--- src/rtl/sub_share_arbiter.sv ---
// sub_share_arbiter: round-robin share of one W-bit subtractor (a - b, W+1-bit result) among NUM_REQ requesters
module sub_share_arbiter #(
  parameter int NUM_REQ = 4,
  parameter int W = 8,
  localparam int ID_W = $clog2(NUM_REQ)
) (
  input  logic                 clk,
  input  logic                 rst,
  input  logic [NUM_REQ-1:0]   req,
  input  logic [NUM_REQ*W-1:0] a_in,
  input  logic [NUM_REQ*W-1:0] b_in,
  output logic [NUM_REQ-1:0]   gnt,
  output logic                 resp_valid,
  input  logic                 resp_ready,
  output logic [ID_W-1:0]      resp_id,
  output logic [W:0]           resp_diff,
  output logic                 busy
);
  typedef enum logic [1:0] {IDLE, CALC, RESP} state_t;
  state_t state_q;
  logic [ID_W-1:0] ptr_q, own_q, id_q, win_id;
  logic [NUM_REQ-1:0] gnt_q;
  logic [W-1:0] a_q, b_q;
  logic [W:0] diff_q;
  logic valid_q, win_ok;
  always_comb begin
    win_ok = 1'b0;
    win_id = '0;
    for (int k = NUM_REQ - 1; k >= 0; k--) begin
      if (req[(int'(ptr_q) + k) % NUM_REQ]) begin
        win_ok = 1'b1;
        win_id = ID_W'((int'(ptr_q) + k) % NUM_REQ);
      end
    end
  end
  always_ff @(posedge clk) begin
    if (rst) begin
      state_q <= IDLE;
      ptr_q <= '0;
      own_q <= '0;
      id_q <= '0;
      gnt_q <= '0;
      a_q <= '0;
      b_q <= '0;
      diff_q <= '0;
      valid_q <= 1'b0;
    end else begin
      case (state_q)
        IDLE: if (win_ok) begin
          a_q <= a_in[int'(win_id) * W +: W];
          b_q <= b_in[int'(win_id) * W +: W];
          own_q <= win_id;
          gnt_q <= NUM_REQ'(1) << win_id;
          state_q <= CALC;
        end
        CALC: begin
          diff_q <= {1'b0, a_q} - {1'b0, b_q};
          id_q <= own_q;
          valid_q <= 1'b1;
          gnt_q <= '0;
          state_q <= RESP;
        end
        RESP: if (resp_ready) begin
          valid_q <= 1'b0;
          ptr_q <= (own_q == ID_W'(NUM_REQ - 1)) ? '0 : own_q + 1'b1;
          state_q <= IDLE;
        end
        default: state_q <= IDLE;
      endcase
    end
  end
  assign gnt = gnt_q;
  assign resp_valid = valid_q;
  assign resp_id = id_q;
  assign resp_diff = diff_q;
  assign busy = state_q != IDLE;
endmodule

--- config.mk ---
export PLATFORM = sky130hd
export DESIGN_NAME = sub_share_arbiter
export DESIGN_NICKNAME = d
export VERILOG_FILES = /design/src/rtl/sub_share_arbiter.sv
export SDC_FILE = /design/constraint.sdc
export NUM_CORES = 1
export LEC_CHECK = 0
export ABC_AREA = 1
export CAP_MARGIN = 10
export CORE_MARGIN = 1.5
export CORE_UTILIZATION = 30
export DETAILED_ROUTE_END_ITERATION = 8
export SYNTH_ARGS = -nofsm -noshare
export SYNTH_HDL_FRONTEND = slang
export SYNTH_SLANG_ARGS = --single-unit
--- constraint.sdc ---
create_clock -name clk -period 2 [get_ports clk]
set_input_delay 0.5 -clock clk [delete_from_list [all_inputs] [get_ports clk]]
set_output_delay 0.5 -clock clk [all_outputs]
set_load 0.005 [all_outputs]
## Yosys cells after proc, flatten, opt, wreduce, memory -nomap -nowiden

Index checks and enable logic that the tools add are counted.

| word-level totals | value |
|---|---|
| bits in registers | 38 |
| bits of input ports | 71 |
| output and inout port bits | 17 |
| word-level logic and storage cells | 68 |

| cells by class | value |
|---|---|
| add/subtract/negate cells | 5 |
| order comparisons | 4 |
| equal/unequal tests | 5 |
| shift-type cells | 3 |
| multiplexer cells | 27 |
| bitwise gates (word level) | 3 |
| reduce and logical (&&, ||, !) cells | 12 |

Operators with widths:

| cell | number |
|---|---|
| $shiftx A32 B6 Y8 | 2 |
| $mux W2 | 7 |
| $lt A3 B4 Y1 const B | 3 |
| $mux W1 | 12 |
| $reduce_and A2 Y1 | 5 |
| $sub A8 B8 Y9 | 1 |
| $bmux W1 S2 | 4 |
| $pmux W4 S2 | 1 |
| $pmux W2 S3 | 1 |
| $reduce_bool A2 Y1 | 3 |
| $reduce_or A2 Y1 | 3 |
| $add A2 B1 Y2 const B | 2 |
| $add A2 B2 Y2 const B | 2 |
| $eq A2 B2 Y1 const B | 2 |
| $mux W4 | 1 |
| $ne A2 B2 Y1 const B | 2 |
| $shl A1 B2 Y4 const A | 1 |
| $and A1 B1 Y1 const A | 3 |
| $lt A2 B3 Y1 const B | 1 |
| $eq A2 B1 Y1 const B | 1 |
| $logic_not A2 Y1 | 1 |
| $pmux W1 S2 | 1 |

## Longest topological paths before layout

Gate-level depths: netlist (run 1).

| logic depth | value |
|---|---|
| word-level depth | 13 |
| depth in mapped cells | 15 |

## Least setup slack after synthesis (run 1)

Ideal clock, no wire load.

| timing path | value |
|---|---|
| path kind | input -> register |
| from | in req[3] |
| to | reg a_q[0] |
| setup time | 0.117 ns |
| arrival time | 1.545 ns |
| required time | 1.883 ns |
| setup slack | 0.338 ns |
| stages | 13 |
| path buffers | 2 |
| cell sequence | inv_1 o21ai_1 nand2_1 nand2_1 nand2_2 nand3_4 nand2_4 buf_6 buf_8 nand3_2 nand3_1 nor2_1 nor2_1 |

| on the way | value |
|---|---|
| cells in the longest elaborated chain, start to end | 8 |
| elaborated cells on any way between the ends | 21 |
| those cells by class | 1 x shift; 19 x mux; 1 x reduce/logical |

Ends and longest elaborated chain:

| element | line | source |
|---|---|---|
| start: declaration | 9 | `input logic [NUM_REQ-1:0] req,` |
| $bmux W1 S2 | 30 | `if (req[(int'(ptr_q) + k) % NUM_REQ]) begin` |
| $mux W1 (not written as such) (2 in series) | 30 |  |
| $mux W2 / $mux W1 (equally long branches) (4 in series) | 30 |  |
| $shiftx A32 B6 Y8 / $reduce_and A2 Y1 (equally long branches) | -- |  |
| end signal: assignment | 50 | `a_q <= a_in[int'(win_id) * W +: W];` |
| end: declaration | 23 | `logic [W-1:0] a_q, b_q;` |

Parallel ways exist; a longest one is shown, timed or not. The select of a mux whose other input is x is not followed.
A chain may end at the register's enable or synchronous reset.

## Final worst setup path (run 1)

| timing path | value |
|---|---|
| from | reg ptr_q[0] |
| to | reg own_q[0] |

| on the way | value |
|---|---|
| cells in the longest elaborated chain, start to end | 9 |
| elaborated cells on any way between the ends | 23 |
| those cells by class | 3 x add/sub; 19 x mux; 1 x reduce/logical |

Ends and longest elaborated chain:

| element | line | source |
|---|---|---|
| start: declaration | 21 | `logic [ID_W-1:0] ptr_q, own_q, id_q, win_id;` |
| start signal: assignment | 65 | `ptr_q <= (own_q == ID_W'(NUM_REQ - 1)) ? '0 : own_q + 1'b1;` |
| $add A2 B2 Y2 | 30, 32 |  |
| $bmux W1 S2 | 30 |  |
| $mux W1 (not written as such) (2 in series) | 30 |  |
| $mux W1 (4 in series) | 30 |  |
| $reduce_and A2 Y1 (no source line) | -- |  |
| end signal: assignment | 52 | `own_q <= win_id;` |
| end: declaration | 21 |  |

Parallel ways exist; a longest one is shown, timed or not. The select of a mux whose other input is x is not followed.

==> impl_metrics.tcl, run 1 <==
set metrics [dict create \
    status "finished clean" \
    hold_violations 0 \
    final_core_util_pct 48.4 \
    power.density_mw_per_mm2 743 \
    rows 33 \
    hold_class "reg2reg" \
    crit_fanout 14 \
    grt_max_degree 34 \
    fin_crit_sh_pct 95.1 \
    multi_input_area_mm2 0.00167 \
    tritoncts "done" \
    grt-ovfl-total 0 \
    core_area_mm2 0.00834 \
    die_y_um 96.4 \
    wl_mm 8.17 \
    cap_viol_max_count 0 \
    drive_gt1_share_pct 16.7 \
    fmax_mhz 526 \
    cts-root-buf "clkbuf_8" \
    skew_ps 5.37 \
    numCtsBuffers 5 \
    post_synth.cell_area_avg_um2 6.64 \
    fin_nets 577 \
    ys_warn_count 0 \
    netlist_instances 394 \
    synth_cell_types 31 \
    cpPeakStageDelay_ps 360 \
    leakagePower_nw 1.80 \
    setup_violations 0 \
    pin_count 88 \
    path_class "reg2reg" \
    start_util_pct 31.4 \
    ir_worst_vdd_uv 283 \
    die_width_um 96.4 \
    cp.required_ps 2180 \
    syn2layout_area_growth_pct 54.3 \
    end_kind "register" \
    synth_top_area_share_pct 29.1 \
    cpMostUsedCell "buf_4" \
    timing.hold.ws_ps 464 \
    cts_buffer_depth 2 \
    slew_headroom_pct 81.4 \
    wl_per_cell_um 13.6 \
    synth_area_leaders "dfxtp_1 29%, nor2_1 12%, nand2_1 7.6%" \
    dr.pass1.iters 4 \
    drc 0 \
    area.sequential_um2 762 \
    grt_usage_pct 18.1 \
    cts_sinks 38 \
    n_antenna_cell 0 \
    drv_slew 0 \
    routed_via_density 4.81 \
    yosysSeqAreaShare_pct 29.1 \
    yosys.area.top_type "dfxtp_1" \
    ant_nets 0 \
    cp_cell_sequence "buf_12 -> inv_4 -> nand2_1 -> nand2_2 -> nor2_1 -> buf_4 -> a31oi_4 -> buf_4 -> clkbuf_16 -> buf_4 -> o211ai_1 -> inv_1" \
    port_buffers 87 \
    first_global_vias 2736 \
    path_clk_slew_ps 70 \
    hpwlAfterDp_mm 6.24 \
    arrival_ps 2090 \
    cp_slowest_cell "dfxtp_1" \
    cp-start-kind "register" \
    grt_antenna_before_repair 0 \
    grt_pass1_wl_mm 13.0 \
    layout_commonest_cell "clkdlybuf4s50_1" \
    via_count 2895 \
    syn_nets 475 \
    place_congestion 0.860 \
    drt_iter0_markers 76 \
    nFillCells 837 \
    syn_area_mm2 0.00262 \
    final_cell_mix "83 x clkdlybuf4s50_1, 78 x nor2_1, 47 x nand2_1, 37 x dfxtp_1, 32 x o21ai_0" \
    max_slew.worst_pin.slew_ps 276 \
    clock_latency_ps 290 \
    layout_min_cycle_time_ps 1900 \
    die_area_mm2 0.00929 \
    ys_ff_latch 38 \
    htreeDepth 2 \
]
## path summary, 6_finish.rpt
path	endpoint	cells after the start	start	slack (ps)
worst max-delay path	own_q[0]	12	ptr_q[0]	100
worst min-delay path	resp_valid	2	resp_valid	460
worst max register to register	own_q[0]	12	ptr_q[0]	100
worst min register to register	resp_valid	2	resp_valid	460
## metrics by stage
| stage | std cells | instance area (um2) | setup WS [ps] | total power [mW] | setup TNS (ps) |
|---|---|---|---|---|---|
| detailed placement | 588 | 3760 | -341 | 2.36 | -6030 |
| floorplan | 394 | 2620 | 338 | 1.79 | 0 |
| global placement | 588 | 3760 | -321 | 2.34 | -5220 |
| finish | 602 | 4040 | 97.4 | 3.00 | 0 |
| CTS | 596 | 3870 | 3.85 | 2.94 | 0 |
| global route | 602 | 4040 | -6.77 | 3.25 | -9.08 |
## cell families after synthesis
group / Yosys count / share of synthesized area [%]
AOI/OAI and AO/OA: 59 / 12.5
adders and majority gates: 10 / 5.07
buffers and inverters: 60 / 10.7
and+or+nand+nor: 222 / 41.0
xor gates and xnor gates: 5 / 1.67
DFF: 38 / 29.1
## power breakdown
group | leakage [nW] | internal, mW | total [mW] | switching (mW)
Sequential | 0.315 | 0.878 | 0.946 | 0.0679
Clock | 0.0472 | 0.277 | 0.544 | 0.267
Combinational | 1.43 | 0.728 | 1.51 | 0.785
Total | 1.80 | 1.88 | 3.00 | 1.12
## registers in the layout, indices dropped and copies added (netlist names)
| signal | flops |
|---|---|
| resp_diff | 9 |
| a_q | 8 |
| b_q | 8 |
| gnt | 4 |
| own_q | 2 |
| ptr_q | 2 |
| resp_id | 2 |
| state_q | 2 |
| resp_valid | 1 |
## metal layers
layer	part of all wire, %	GRT usage [%]	routed length [um]
met1	48	24.1	3950
met2	46	29.2	3730
met3	4.8	3.68	395
met4	1.2	5.80	100
met5	0	0	0
## area by class of cell
class | instances | share of cell area [%]
sequential | 38 | 18.9
clock buffer | 6 | 2.04
tap | 105 | 3.25
inverter | 36 | 3.47
clock inverter | 2 | 0.310
multi-input combinational | 296 | 41.3
timing repair buffer | 119 | 30.8
## worst max-delay path, delay by kind of cell (launching register included)
kind,cells,cell delay (ps)
buffers and inverters,7,860
DFF,1,360
and+or+nand+nor,3,320
AOI/OAI and AO/OA,2,260
## cell usage after synthesis
cell type / n
nor2_1: 84
nand2_1: 53
dfxtp_1: 38
nand3_1: 37
inv_1: 32
o21ai_0: 32
nand4_1: 18
a21oi_1: 17
nand3b_1: 16
nand3_2: 10
buf_2: 9
clkbuf_1: 9
ha_1: 9
xor2_1: 5
buf_4: 3
o31ai_1: 3
buf_6: 2
inv_2: 2
inv_4: 2
nand2_2: 2
a211oi_1: 1
a21oi_4: 1
a31oi_1: 1
buf_8: 1
fa_1: 1
nand2_4: 1
nand3_4: 1
o2111ai_1: 1
o211ai_1: 1
o21ai_1: 1
o221ai_1: 1
## repair_timing
item	4_1_cts	5_1_grt
endpoints found under the setup margin	4	20
resized for setup	4	29
hold buffers	0	0
gates cloned	0	2
pin swaps	1	7
buffers inserted	0	4
(Power assumes the default switching activity.)
==> run 2, diff against run 1 <==
- CORE_UTILIZATION: 30 -> 46
- PLACE_DENSITY: unset -> 0.81
==> run 2 against run 1 <==
Hold slack worse by 3.3 ps; critical path depth stayed put; clock power hardly changed; via count is 3.2% higher; register-to-register slack about the same.
==> impl_metrics.tcl, run 2 (synthesized netlist as in run 1, its figures left out) <==
set metrics [dict create \
    status "finished clean" \
    die_area_mm2 0.00615 \
    hpwlAfterDp_mm 5.57 \
    core_area_mm2 0.00551 \
    hold_violations 0 \
    ir_worst_vdd_uv 431 \
    cpPeakStageDelay_ps 480 \
    fin_ws_ps 110 \
    setup_violations 0 \
    layout_commonest_cell "clkdlybuf4s50_1" \
    startpoint "ptr_q[0]" \
    tns_ps 0 \
    place_ws_ps -314 \
    cp_cell_sequence "inv_4 -> nand2_2 -> nand3_2 -> nand2_1 -> inv_2 -> nand2_2 -> nand3_4 -> clkbuf_16 -> nand4_1 -> nand3_1 -> nor2_1 -> nor2_1" \
    drc 0 \
    cp_slowest_cell "dfxtp_2" \
    max_slew.worst_pin.slew_ps 285 \
    arrival_ps 2060 \
    whs_path_depth 2 \
    cts_sinks 38 \
    pin_count 88 \
    syn2layout_area_growth_pct 52.5 \
    slew_headroom_pct 80.9 \
    start_util_pct 47.5 \
    cp-start-kind "register" \
    port_buffers 87 \
    die_y_um 78.4 \
    timing.hold.ws_ps 460 \
    hp-start "resp_valid" \
    skew_ps 8.34 \
    fin_nets 569 \
    cts-root-buf "clkbuf_8" \
    largest_reg_flops 9 \
    final_cell_mix "83 x clkdlybuf4s50_1, 79 x nor2_1, 44 x nand2_1, 36 x dfxtp_1" \
    end_kind "register" \
    p_total_mw 2.98 \
    grt_antenna_before_repair 0 \
    via_count 2988 \
    wl_per_cell_um 14.2 \
    postCtsSetupBuffers 0 \
    cp.required_ps 2170 \
    numCtsBuffers 5 \
    routed_via_density 5.33 \
    grt_pass1_wl_mm 11.8 \
    place_congestion 0.920 \
    leakagePower_nw 1.78 \
    crit_fanout 9 \
    grt_usage_pct 23.7 \
    dr.pass1.iters 5 \
    rows 27 \
    rrSetupSlack_ps 110 \
    power.density_mw_per_mm2 746 \
    min_to "resp_valid" \
    tritoncts "done" \
    fmax_mhz 529 \
    n_antenna_cell 0 \
    cts_buffer_depth 2 \
    drt_iter0_markers 195 \
    first_global_vias 2648 \
    die_width_um 78.4 \
    cap_viol_max_count 0 \
    fin_crit_sh_pct 94.5 \
    clock_latency_ps 290 \
    hold_class "reg2reg" \
    drive_gt1_share_pct 16.0 \
    reg2reg_to "b_q[7]" \
    nFillCells 417 \
    path_clk_slew_ps 70 \
    wl_mm 7.97 \
    reg2reg_depth 12 \
    grt_max_degree 34 \
    layout_min_cycle_time_ps 1890 \
    path_class "reg2reg" \
    htreeDepth 2 \
    r2r-start "ptr_q[0]" \
    ant_nets 0 \
    drv_slew 0 \
    grt-ovfl-total 0 \
]
==> run 2: cell types whose count changed in the layout (fill, tap and decap cells not counted), sizes merged <==
cell and change:
buf -10, clkbuf +2
==> run 2: timing repair <==
item | 4_1_cts | 5_1_grt
hold buffers | 0 | 0
cloned | 0 | 4
gates resized for setup | 1 | 38
setup endpoints to repair | 3 | 20
pin swaps | 0 | 17
==> run 2: final cells by class <==
class                      count  area (um2)  area share, %
multi-input combinational    296        1680           42.2
clock buffer                   6        82.6           2.07
inverter                      36         145           3.64
timing repair buffer         111        1210           30.4
sequential                    38         763           19.1
clock inverter                 2        12.5          0.313
tap                           72        90.1           2.26
==> run 2: worst max-delay path by stage <==
stage | cells after the start | slack, ps | endpoint
after floorplan | 13 | 340 | a_q[0]
after global placement | 10 | -290 | b_q[4]
after detailed placement | 10 | -310 | b_q[4]
after CTS | 13 | 4 | a_q[2]
after global routing | 13 | -4 | a_q[0]
final | 12 | 110 | b_q[7]
==> run 2: critical path: cells and delay by family, from the launching register on <==
family / cells / cell delay [ps]
buffers and inverters: 3 / 360
DFF: 1 / 480
and+or+nand+nor: 9 / 920
==> run 2: through the flow <==
stage,instances,utilization (%),instance area [um2]
after floorplan,394,-,2620
after global placement,549,66.7,3670
after detailed placement,549,66.7,3670
after CTS,557,68.5,3770
after global routing,561,72.5,3990
final,561,72.5,3990
==> run 2: power breakdown <==
group / switching, mW / internal [mW]
logic: 0.775 / 0.703
clock network: 0.269 / 0.277
registers: 0.0753 / 0.878
total: 1.12 / 1.86
==> run 2: per-layer routing <==
layer,GRT usage (%),vias to the layer above,share of wire [%]
li1,-,1497,-
met1,30.6,1352,42
met2,40.6,129,50
met3,3.60,10,5.8
met4,7.14,0,1.9
met5,0,-,0
==> run 3, diff against run 2 <==
- CORE_UTILIZATION: 46 -> 50
- PLACE_DENSITY: 0.81 -> 0.87
- clock period: 2 -> 2.32 ns (I/O delays scaled with it)
==> run 3 against run 2 <==
First-iteration DRC count decreased by 11%; power decreased by 19%; worst setup slack improved by 84 ps; combinational power decreased by 21%; global-route usage increased by 2.5 points; critical path depth increased by 1; sequential share of layout area increased by 1.4 points; register-to-register slack improved by 210 ps; via count decreased by 1.7%; hold slack improved by 4.9 ps; non-clock buffer count decreased by 10; clock skew decreased by 4.3 ps.
==> impl_metrics.tcl, run 3 (synthesized netlist as in run 1, its figures left out) <==
set metrics [dict create \
    clock_latency_ps 280 \
    cts_resized 0 \
    postCtsSetupBuffers 0 \
    rows 26 \
    port_buffers 87 \
    die_y_um 75.4 \
    skew_ps 4.00 \
    power.density_mw_per_mm2 649 \
    fin_nets 559 \
    layout_commonest_cell "clkdlybuf4s50_1" \
    start_util_pct 51.6 \
    crit_fanout 13 \
    wl_per_cell_um 13.2 \
    core_area_mm2 0.00507 \
    fmax_mhz 470 \
    ant_nets 0 \
    htreeDepth 2 \
    grt_max_degree 34 \
    hold_buffers 0 \
    leakagePower_nw 1.63 \
    path_class "in2reg" \
    grt_pass1_wl_mm 11.5 \
    arrival_ps 2300 \
    status "finished clean" \
    drc 0 \
    hold_violations 0 \
    drt_iter0_markers 174 \
    cts-root-buf "clkbuf_8" \
    cap_viol_max_count 0 \
    ir_worst_vdd_uv 284 \
    drv_slew 0 \
    hold_class "reg2reg" \
    final_cell_mix "87 x clkdlybuf4s50_1, 84 x nor2_1, 53 x nand2_1, 38 x dfxtp_1, 37 x nand3_1" \
    slew_headroom_pct 69.1 \
    wl_mm 7.25 \
    cts_buffer_depth 2 \
    cts_sinks 38 \
    routed_via_density 5.36 \
    fin_ws_ps 194 \
    largest_reg_flops 9 \
    drive_gt1_share_pct 8.58 \
    die_width_um 75.4 \
    place_congestion 0.956 \
    place_ws_ps -78.8 \
    end_kind "register" \
    first_global_vias 2589 \
    setup_violations 0 \
    grt_antenna_before_repair 0 \
    dpl-instance-area_mm2 0.00362 \
    final_area_mm2 0.00370 \
    syn2layout_area_growth_pct 41.4 \
    dr.pass1.iters 7 \
    max_slew.worst_pin.slew_ps 463 \
    die_area_mm2 0.00568 \
    cp-start-kind "primary input" \
    grt_usage_pct 26.2 \
    layout_min_cycle_time_ps 2130 \
    pin_count 88 \
    grt-ovfl-total 0 \
    via_count 2938 \
    hpwlAfterDp_mm 5.68 \
    path_clk_slew_ps 70 \
    rsz0062_at_grt "no" \
    tritoncts "done" \
    numCtsBuffers 5 \
    cp.required_ps 2490 \
    n_antenna_cell 0 \
    fin_crit_sh_pct 91.7 \
]
[run 3: changes by cell type in the layout (fill, tap and decap cells not counted), sizes merged]
cell,change
buf,-6
clkbuf,-5
clkdlybuf4s50,+4
dlymetal6s2s,-4
clkinv,+1
clkinvlp,-1
[run 3: critical path, cell delays in order]
cell and delay, ps:
clkdlybuf4s50_1 510, nand2_1 60, o21ai_1 130, nand2_1 120
nand2_1 80, inv_1 60, a21oi_4 180, inv_1 110
buf_12 150, nand2_1 70, nor2_1 40, nor2_1 150
nor2_1 70
[run 3: where the power goes]
part / internal [mW] / total [mW] / leakage, nW / switching [mW]
clock network: 0.201 / 0.416 / 0.0438 / 0.215
registers: 0.757 / 0.820 / 0.314 / 0.0634
logic: 0.539 / 1.17 / 1.27 / 0.628
[run 3: layout make-up]
type                            instances  area (um2)
Fill cell                             448        1370
Timing Repair Buffer                  101        1050
Multi-Input combinational cell        296        1580
Inverter                               36         140
Clock inverter                          2        10.0
Sequential cell                        38         761
Tap cell                               70        87.6
Clock buffer                            5        68.8
[run 3: path summary, 6_finish.rpt]
check / from / slack [ps] / cells past startpoint / endpoint
setup / recovery: req[2] / 190 / 13 / a_q[3]
hold / removal: resp_valid / 470 / 2 / resp_valid
setup reg to reg: ptr_q[0] / 320 / 12 / b_q[5]
hold reg to reg: resp_valid / 470 / 2 / resp_valid
[run 3: stage by stage]
| stage | hold slack [ps] | instances | setup TNS [ps] | utilization (%) | total power, mW |
|---|---|---|---|---|---|
| floorplan | 458 | 394 | 0 | - | 1.54 |
| global placement | 448 | 541 | -37.0 | 71.4 | 1.95 |
| global route | 490 | 548 | 0 | 73.0 | 2.58 |
| CTS | 470 | 548 | 0 | 73.0 | 2.40 |
| detailed placement | 459 | 541 | -648 | 71.4 | 1.98 |
| finish | 465 | 548 | 0 | 73.0 | 2.40 |
[run 3: routing by layer]
layer	up-vias	part of all wire, %	global-route usage [%]
li1	1484	-	-
met1	1296	43	32.5
met2	136	47	44.6
met3	22	7.0	5.29
met4	0	3.1	10.1
met5	-	0	0
